**config.mk**
```make
export PLATFORM = sky130hd
export DESIGN_NAME = ram_ctrl
export DESIGN_NICKNAME = d
export VERILOG_FILES = /design/src/rtl/ram_ctrl.sv
export SDC_FILE = /design/constraint.sdc
export NUM_CORES = 1
export LEC_CHECK = 0
export ABC_AREA = 1
export BUFFER_PORTS_ARGS = -buffer_cell sky130_fd_sc_hd__buf_2
export CORE_MARGIN = 2
export CORE_UTILIZATION = 40
export DETAILED_ROUTE_END_ITERATION = 16
export PLACE_DENSITY = 0.69
export SETUP_SLACK_MARGIN = 0.5
export SLEW_MARGIN = 40
export SYNTH_ARGS = -nofsm -noshare
export SYNTH_HDL_FRONTEND = slang
export SYNTH_SLANG_ARGS = --single-unit
```
**constraint.sdc**
```tcl
create_clock -name ramctrlCLK -period 3.3 [get_ports ramctrlCLK]
set_clock_uncertainty 0.2 [all_clocks]
set_input_delay 0.66 -clock ramctrlCLK [delete_from_list [all_inputs] [get_ports ramctrlCLK]]
set_output_delay 0.66 -clock ramctrlCLK [all_outputs]
set_load 0.005 [all_outputs]
```
**src/rtl/ram_ctrl.sv**
```systemverilog
// Request/response controller in front of a dual-read, single-write RAM.
// Supports read-pair, write, copy and clear-all operations with range checking.
module ram_ctrl #(
  parameter int DEPTH = 10,
  parameter int WIDTH = 15
) (
  input  logic             ramctrlCLK,
  input  logic             ramctrlRST,
  input  logic             ramctrlREQV,
  output logic             ramctrlREQR,
  input  logic [1:0]       ramctrlOP,
  input  logic [3:0]       ramctrlA,
  input  logic [3:0]       ramctrlB,
  input  logic [WIDTH-1:0] ramctrlD,
  output logic             ramctrlRSPV,
  output logic [WIDTH-1:0] ramctrlRSP1,
  output logic [WIDTH-1:0] ramctrlRSP2,
  output logic             ramctrlERR,
  output logic [3:0]       ramctrlRA1,
  output logic [3:0]       ramctrlRA2,
  output logic [3:0]       ramctrlWA,
  output logic [WIDTH-1:0] ramctrlWD,
  output logic             ramctrlWE,
  input  logic [WIDTH-1:0] ramctrlRD1,
  input  logic [WIDTH-1:0] ramctrlRD2
);

  typedef enum logic [2:0] {
    IDLE, READ, WRITE, COPY_RD, COPY_WR, CLEAR, DONE
  } state_t;

  localparam logic [1:0] OP_READ  = 2'b00;
  localparam logic [1:0] OP_WRITE = 2'b01;
  localparam logic [1:0] OP_COPY  = 2'b10;
  localparam logic [1:0] OP_CLEAR = 2'b11;
  localparam logic [3:0] LAST_ADDR = 4'(DEPTH - 1);

  state_t state, state_nxt;

  logic [1:0]       op_p0;
  logic [3:0]       a_p0;
  logic [3:0]       b_p0;
  logic [WIDTH-1:0] d_p0;
  logic [WIDTH-1:0] hold_p1;
  logic [3:0]       cnt;
  logic             err_q;
  logic             we_c;
  logic             accept;
  logic             a_bad, b_bad, req_err;

  assign ramctrlREQR = (state == IDLE);
  assign ramctrlRSPV = (state == DONE);
  assign ramctrlERR  = ramctrlRSPV & err_q;
  assign accept      = ramctrlREQV & ramctrlREQR;

  assign a_bad   = ({1'b0, ramctrlA} >= 5'(DEPTH));
  assign b_bad   = ({1'b0, ramctrlB} >= 5'(DEPTH));
  assign req_err = ((ramctrlOP != OP_CLEAR) & a_bad) |
                   (((ramctrlOP == OP_READ) | (ramctrlOP == OP_COPY)) & b_bad);

  // An edge with reset high must never write, so the strobe is gated combinationally.
  assign ramctrlWE = we_c & ~ramctrlRST;

  always_ff @(posedge ramctrlCLK) begin
    if (ramctrlRST) state <= IDLE;
    else            state <= state_nxt;
  end

  always_comb begin
    state_nxt  = state;
    we_c       = 1'b0;
    ramctrlRA1 = 4'd0;
    ramctrlRA2 = 4'd0;
    ramctrlWA  = 4'd0;
    ramctrlWD  = '0;
    case (state)
      IDLE: begin
        if (accept) begin
          if (req_err) state_nxt = DONE;
          else begin
            case (ramctrlOP)
              OP_READ:  state_nxt = READ;
              OP_WRITE: state_nxt = WRITE;
              OP_COPY:  state_nxt = COPY_RD;
              default:  state_nxt = CLEAR;
            endcase
          end
        end
      end
      READ: begin
        ramctrlRA1 = a_p0;
        ramctrlRA2 = b_p0;
        state_nxt  = DONE;
      end
      WRITE: begin
        ramctrlWA = a_p0;
        ramctrlWD = d_p0;
        we_c      = 1'b1;
        state_nxt = DONE;
      end
      COPY_RD: begin
        ramctrlRA1 = b_p0;
        state_nxt  = COPY_WR;
      end
      COPY_WR: begin
        ramctrlWA = a_p0;
        ramctrlWD = hold_p1;
        we_c      = 1'b1;
        state_nxt = DONE;
      end
      CLEAR: begin
        ramctrlWA = cnt;
        we_c      = 1'b1;
        if (cnt == LAST_ADDR) state_nxt = DONE;
      end
      DONE:    state_nxt = IDLE;
      default: state_nxt = IDLE;
    endcase
  end

  // Stage p0: request fields captured on acceptance
  always_ff @(posedge ramctrlCLK) begin
    if (accept) begin
      op_p0 <= ramctrlOP;
      a_p0  <= ramctrlA;
      b_p0  <= ramctrlB;
      d_p0  <= ramctrlD;
    end
  end

  // Stage p1: hold register, clear counter and response registers
  always_ff @(posedge ramctrlCLK) begin
    if (ramctrlRST) begin
      cnt         <= 4'd0;
      hold_p1     <= '0;
      err_q       <= 1'b0;
      ramctrlRSP1 <= '0;
      ramctrlRSP2 <= '0;
    end else begin
      case (state)
        IDLE: begin
          cnt <= 4'd0;
          if (accept) begin
            err_q <= req_err;
            if (req_err) begin
              ramctrlRSP1 <= '0;
              ramctrlRSP2 <= '0;
            end
          end
        end
        READ: begin
          ramctrlRSP1 <= ramctrlRD1;
          ramctrlRSP2 <= ramctrlRD2;
        end
        WRITE: begin
          ramctrlRSP1 <= d_p0;
          ramctrlRSP2 <= '0;
        end
        COPY_RD: hold_p1 <= ramctrlRD1;
        COPY_WR: begin
          ramctrlRSP1 <= hold_p1;
          ramctrlRSP2 <= '0;
        end
        CLEAR: begin
          if (cnt == LAST_ADDR) begin
            cnt         <= 4'd0;
            ramctrlRSP1 <= '0;
            ramctrlRSP2 <= '0;
          end else begin
            cnt <= cnt + 4'd1;
          end
        end
        default: ;
      endcase
    end
  end

endmodule

```
==> Yosys cells after proc, flatten, opt, wreduce, memory -nomap -nowiden <==
Cells that the tools add are included.
{ "word_totals": {"regBits": 76, "out_inout_bits": 61, "in_bits": 58, "word_cells": 62} }
{ "op_classes": {"n_bitwise": 8, "n_addsub": 1, "order_cmp": 2, "n_eq_ne": 13, "mux": 17, "n_reduce_logical": 12} }
{ "op_table": {"columns": ["operator", "count"], "rows": [
  ["$pmux 15 s5", 1],
  ["$pmux 15 s4", 1],
  ["$mux 15", 3],
  ["$pmux 15 s2", 1],
  ["$pmux 4 s2", 3],
  ["$pmux 3 s4", 1],
  ["$eq 3x3->1 const B", 3],
  ["$mux 3", 3],
  ["$pmux 3 s3", 1],
  ["$ge 4x4->1 const B", 2],
  ["$mux 4", 2],
  ["$reduce_and 4->1", 2],
  ["$eq 3x2->1 const B", 2],
  ["$reduce_or 3->1", 2],
  ["$and 1x1->1", 5],
  ["$reduce_bool 5->1", 1],
  ["$add 4x1->4 const B", 1],
  ["$eq 4x4->1 const B", 1],
  ["$ne 2x1->1 const B", 2],
  ["$ne 2x2->1 const B", 2],
  ["$reduce_and 2->1", 2],
  ["$reduce_bool 4->1", 1],
  ["$eq 3x1->1 const B", 1],
  ["$logic_not 3->1", 1],
  ["other kinds (8)", 9]
]} }

==> Longest topological paths before layout <==
{ "depth": {"depth_word": 7, "depth_mapped": 12, "depth_no_buf": 10} }

==> Worst setup path before layout <==
Ideal clock, no wire load.
{ "synth_path": {"path_type": "input port to flip-flop", "start": "input port ramctrlREQV", "end": "register a_p0[0] (enable)", "t_required_ps": 2695, "path_buffers": 0, "arrival_time_ps": 1752, "slack_ps": 942, "setup_ps": 405, "stages": 2, "cell_sequence": "inv_1 -> nor2_1"} }
{ "synth_between": {"elab_chain_cells": 1} }
{ "synth_rtl": {"columns": ["item", "line", "rtl"], "rows": [
  ["start, declared", "9", "input logic ramctrlREQV,"],
  ["$and 1x1->1", "54", "assign accept = ramctrlREQV & ramctrlREQR;"],
  ["net accept", "48", "logic accept;"],
  ["end signal, assigned", "125", "a_p0 <= ramctrlA;"],
  ["end, declared", "41", "logic [3:0] a_p0;"]
]} }
The timed path passes the listed nets, and every way through them passes these cells.
A chain may end at the register's enable or synchronous reset.

==> Final worst setup path <==
{ "layout_path": {"start": "register state[2]", "end": "output port ramctrlWA[0]"} }
{ "layout_between": {"elab_chain_cells": 3, "word_cells_on_any_way": 5, "cone_classes": "eq/ne: 3; mux: 1; reduce/logical: 1"} }
{ "layout_rtl": {"columns": ["item", "line", "rtl"], "rows": [
  ["start, declared", "38", "state_t state, state_nxt;"],
  ["start signal, assigned", "66", "else state <= state_nxt;"],
  ["$eq 3x3->1 / $eq 3x2->1 (equally long branches)", "76", "case (state)"],
  ["$reduce_or 2->1 (no source line)", null, null],
  ["$pmux 4 s2 (*)", "76", null],
  ["end, declared", "21", "output logic [3:0] ramctrlWA,"]
]} }
Mark *: on every way between the ends. The rest lies on a longest branch, timed or not.

==> impl_metrics.csv <==
group,metric,value,unit
floorplan,ioPinCount,119,
worst_setup_path,crit_path_cells,"buf_4, inv_4, nand3_1, nand2_1, inv_1, o21ai_0, buf_2",
synth,synthesis.instances,479,
synth,synth_xor_area_share,0.238,%
synth,yosys_warnings,0,
pwr,irDropWorstVdd,0.255,mV
worst_setup_path,worst_path_largest_cell_delay,0.31,ns
final_layout,layout.cells.most_common_list,"buf_2, nor2_1, nand2_1",
detailed_routing,antenna_left,0,
detailed_routing,post_drt_via_cell_ratio,4.87,
run,max_cap_violations,0,
worst_setup_path,setup.worst_path.class,"reg -> out",
outcome,status,"finished clean",
clock_tree,clock_sinks,76,
worst_setup_path,crit_family,"buffers and inverters",
worst_setup_path,crit_path_start_kind,"flip-flop",
place,detailedPlacementHpwl,6980,um
floorplan,floorplan.die.width,100,um
grt,grt_start_max_net_pins,31,
synth,cell_variety_after_synth,29,
grt,grt_util_all_layers,19.4,%
grt,grt_antenna_before_repair,0,
detailed_routing,wl_per_cell,13.9,um
pwr,static-leakage-power,2.36,nW
worst_setup_path,worst_ep_arrival_time,1.73,ns
synth,synth-compound-area-share,7.70,%
timing,worst_setup_slack_final,0.712,ns
final_layout,post_layout_nonfiller_instances,706,
synth,largest_cells_by_area_after_synthesis,"dfxtp_1, edfxtp_1, nor2_1",
synth,yosys.area_share.adder,2.38,%
synth,syn_area_per_cell,7.70,sq um
clock_tree,ctsLongestPathBuffers,2,
floorplan,placementRows,35,
detailed_routing,detailedRoute.firstPassIterationCount,4,
worst_setup_path,worst-endpoint-required,2.44,ns
timing,final_min_period_over_clock_period,78.4,%
detailed_routing,drt_first_iter_violations,207,
final_layout,areaGrowthSynthToFinish,23.3,%
place,routabilityCongestion,0.832,
grt,globalRoute.totalOverflow,0,
place,dpl_worst_slack,0.715,ns
clock_tree,post_cts_hold_buffer_count,0,
detailed_routing,drc,0,
detailed_routing,postRouteWirelength,9820,um
synth,synth_nets,544,
worst_setup_path,crit_path_top_delay_cell,"dfxtp_1",
synth,yosys.area_share.simple,31.3,%
worst_setup_path,critPathMaxFanout,21,
floorplan,core_area,9110,sq um
clock_tree,clk_pin_slew_worst_paths,0.09,ns
synth,synth_top_cell_area_share,28.8,%
pwr,power_density,666,nW/um^2
synth,yosys.area.top_type,"dfxtp_1",
synth,postSynthRegisterBits,76,
floorplan,die_height,100,um
final_layout,drive_above_1_share,27.6,%
timing,minimum_clock_period,2.59,ns
clock_tree,clock_tree.root_cell,"clkbuf_8",
detailed_routing,vias,3437,
place,buffer_ports.inserted,118,
timing,slew_violations,0,
floorplan,start_util,40.5,%
synth,synth_sequential_area_ratio,47.5,%
worst_setup_path,critical_path.n_buffers_inverters,4,
clock_tree,tritoncts_clock_tree,"yes",
grt,grt_pass1_wl,15300,um
final_layout,n_antenna_cell,0,
timing,worst_tran_pin_value,0.678,ns
timing,grt_setup_unrepaired,"no",
timing,fmax,0.386,GHz
clock_tree,htree_depth,3,
synth,synthMuxAreaShare,0,%
timing,worst_max_slew_margin_expressed_relative_to_the_limit,54.7,%
place,placed_cells,687,
synth,main_combinational_cell_family_by_area_after_synthesis,"simple AND/OR/NAND/NOR gates",
clock_tree,tritoncts_buffers,9,
worst_hold_path,holdCritPathClass,"in -> reg",
clock_tree,clkLatencyLatePin,0.35,ns
timing,final-setup-viol-count,0,
final_layout,layout_commonest_cell,"buf_2",
synth,synth.cell_area,3690,sq um
worst_setup_path,worst_setup_path_end_kind,"primary output",
grt,first_global_vias,3118,
timing,hold_viol_final,0,
timing,total_negative_slack,0,ns
floorplan,floorplan.die_area,10000,sq um
final_layout,nets,655,
-- layer usage --
layer	routed length, um	part of all wire (%)	vias up	global-route usage, %
met2	4680	48	108	30.9
met5	0	0	-	0
met1	4450	45	1565	26.6
met3	518	5.3	14	4.04
li1	-	-	1750	-
met4	182	1.9	0	6.43
-- report_power, final --
group,switching (W),total [W],internal (W)
combinational,0.000633,0.00101,0.000378
sequential,0.0000964,0.00124,0.00114
clock,0.000377,0.000778,0.000401
-- registers in the layout, indices dropped and copies added, names as in the netlist --
signal,count
ramctrlRSP2,15
cnt,4
a_p0,4
d_p0,15
state,3
hold_p1,15
err_q,1
ramctrlRSP1,15
b_p0,4
-- metrics by stage --
step	instance area (sq um)	total power, W	util [%]	hold slack (ns)
finish	4550	0.00303	49.9	0.275
global route	4550	0.00323	49.9	0.256
CTS	4540	0.00303	49.8	0.266
detailed placement	4290	0.00224	47.1	0.268
global placement	4290	0.00222	47.1	0.260
floorplan	3690	0.00195	-	0.253
-- logic make-up (layout without fill, tap and decap cells) --
| group | after synthesis | after routing |
|---|---|---|
| adders and majority gates | 7 | 7 |
| and+or+nand+nor | 255 | 255 |
| DFF | 76 | 76 |
| buffers and inverters | 88 | 204 |
| AOI/OAI and AO/OA | 52 | 52 |
| xor gates and xnor gates | 1 | 1 |
-- worst paths after layout --
path	from	endpoint	slack (ns)	cells after the start
max	state[2]$_SDFFE_PP0P_	ramctrlWA[0]	0.71	7
max reg2reg	state[1]$_SDFFE_PP0P_	ramctrlRSP1[0]$_SDFFE_PP0P_	1.06	9
min	ramctrlD[13]	d_p0[13]$_DFFE_PP_	0.27	1
min reg2reg	ramctrlRSP1[11]$_SDFFE_PP0P_	ramctrlRSP1[11]$_SDFFE_PP0P_	0.28	2
-- final cells by class --
cell class                      count  area (sq um)
Clock inverter                      6          70.1
Inverter                           61           231
Clock buffer                       10           149
Tap cell                          111           139
Timing Repair Buffer              127           658
Fill cell                         910          4560
Sequential cell                    76          1750
Multi-Input combinational cell    315          1550
-- cells in the mapped netlist --
library cell	count
o22ai_1	7
a22oi_1	1
clkbuf_1	10
nand2_1	72
buf_2	9
edfxtp_1	23
nor3_2	1
inv_2	5
nor2_4	2
a21oi_4	1
dfxtp_1	53
a31oi_1	1
nand2_2	1
nor2_8	1
o21ai_0	21
nand2_4	3
nand4_1	15
nor2_2	1
inv_1	56
xor2_1	1
nand3_4	1
ha_1	7
a21oi_1	21
nor2_1	112
buf_6	8
nand3_2	1
nand3b_4	1
nor3b_1	1
nand3_1	43
-- repair_timing --
item,in CTS,in global routing
pin swaps,1,0
setup endpoints to repair,5,9
resized for setup,1,4
buffers inserted,3,0
Power figures use the tool's default switching activity.
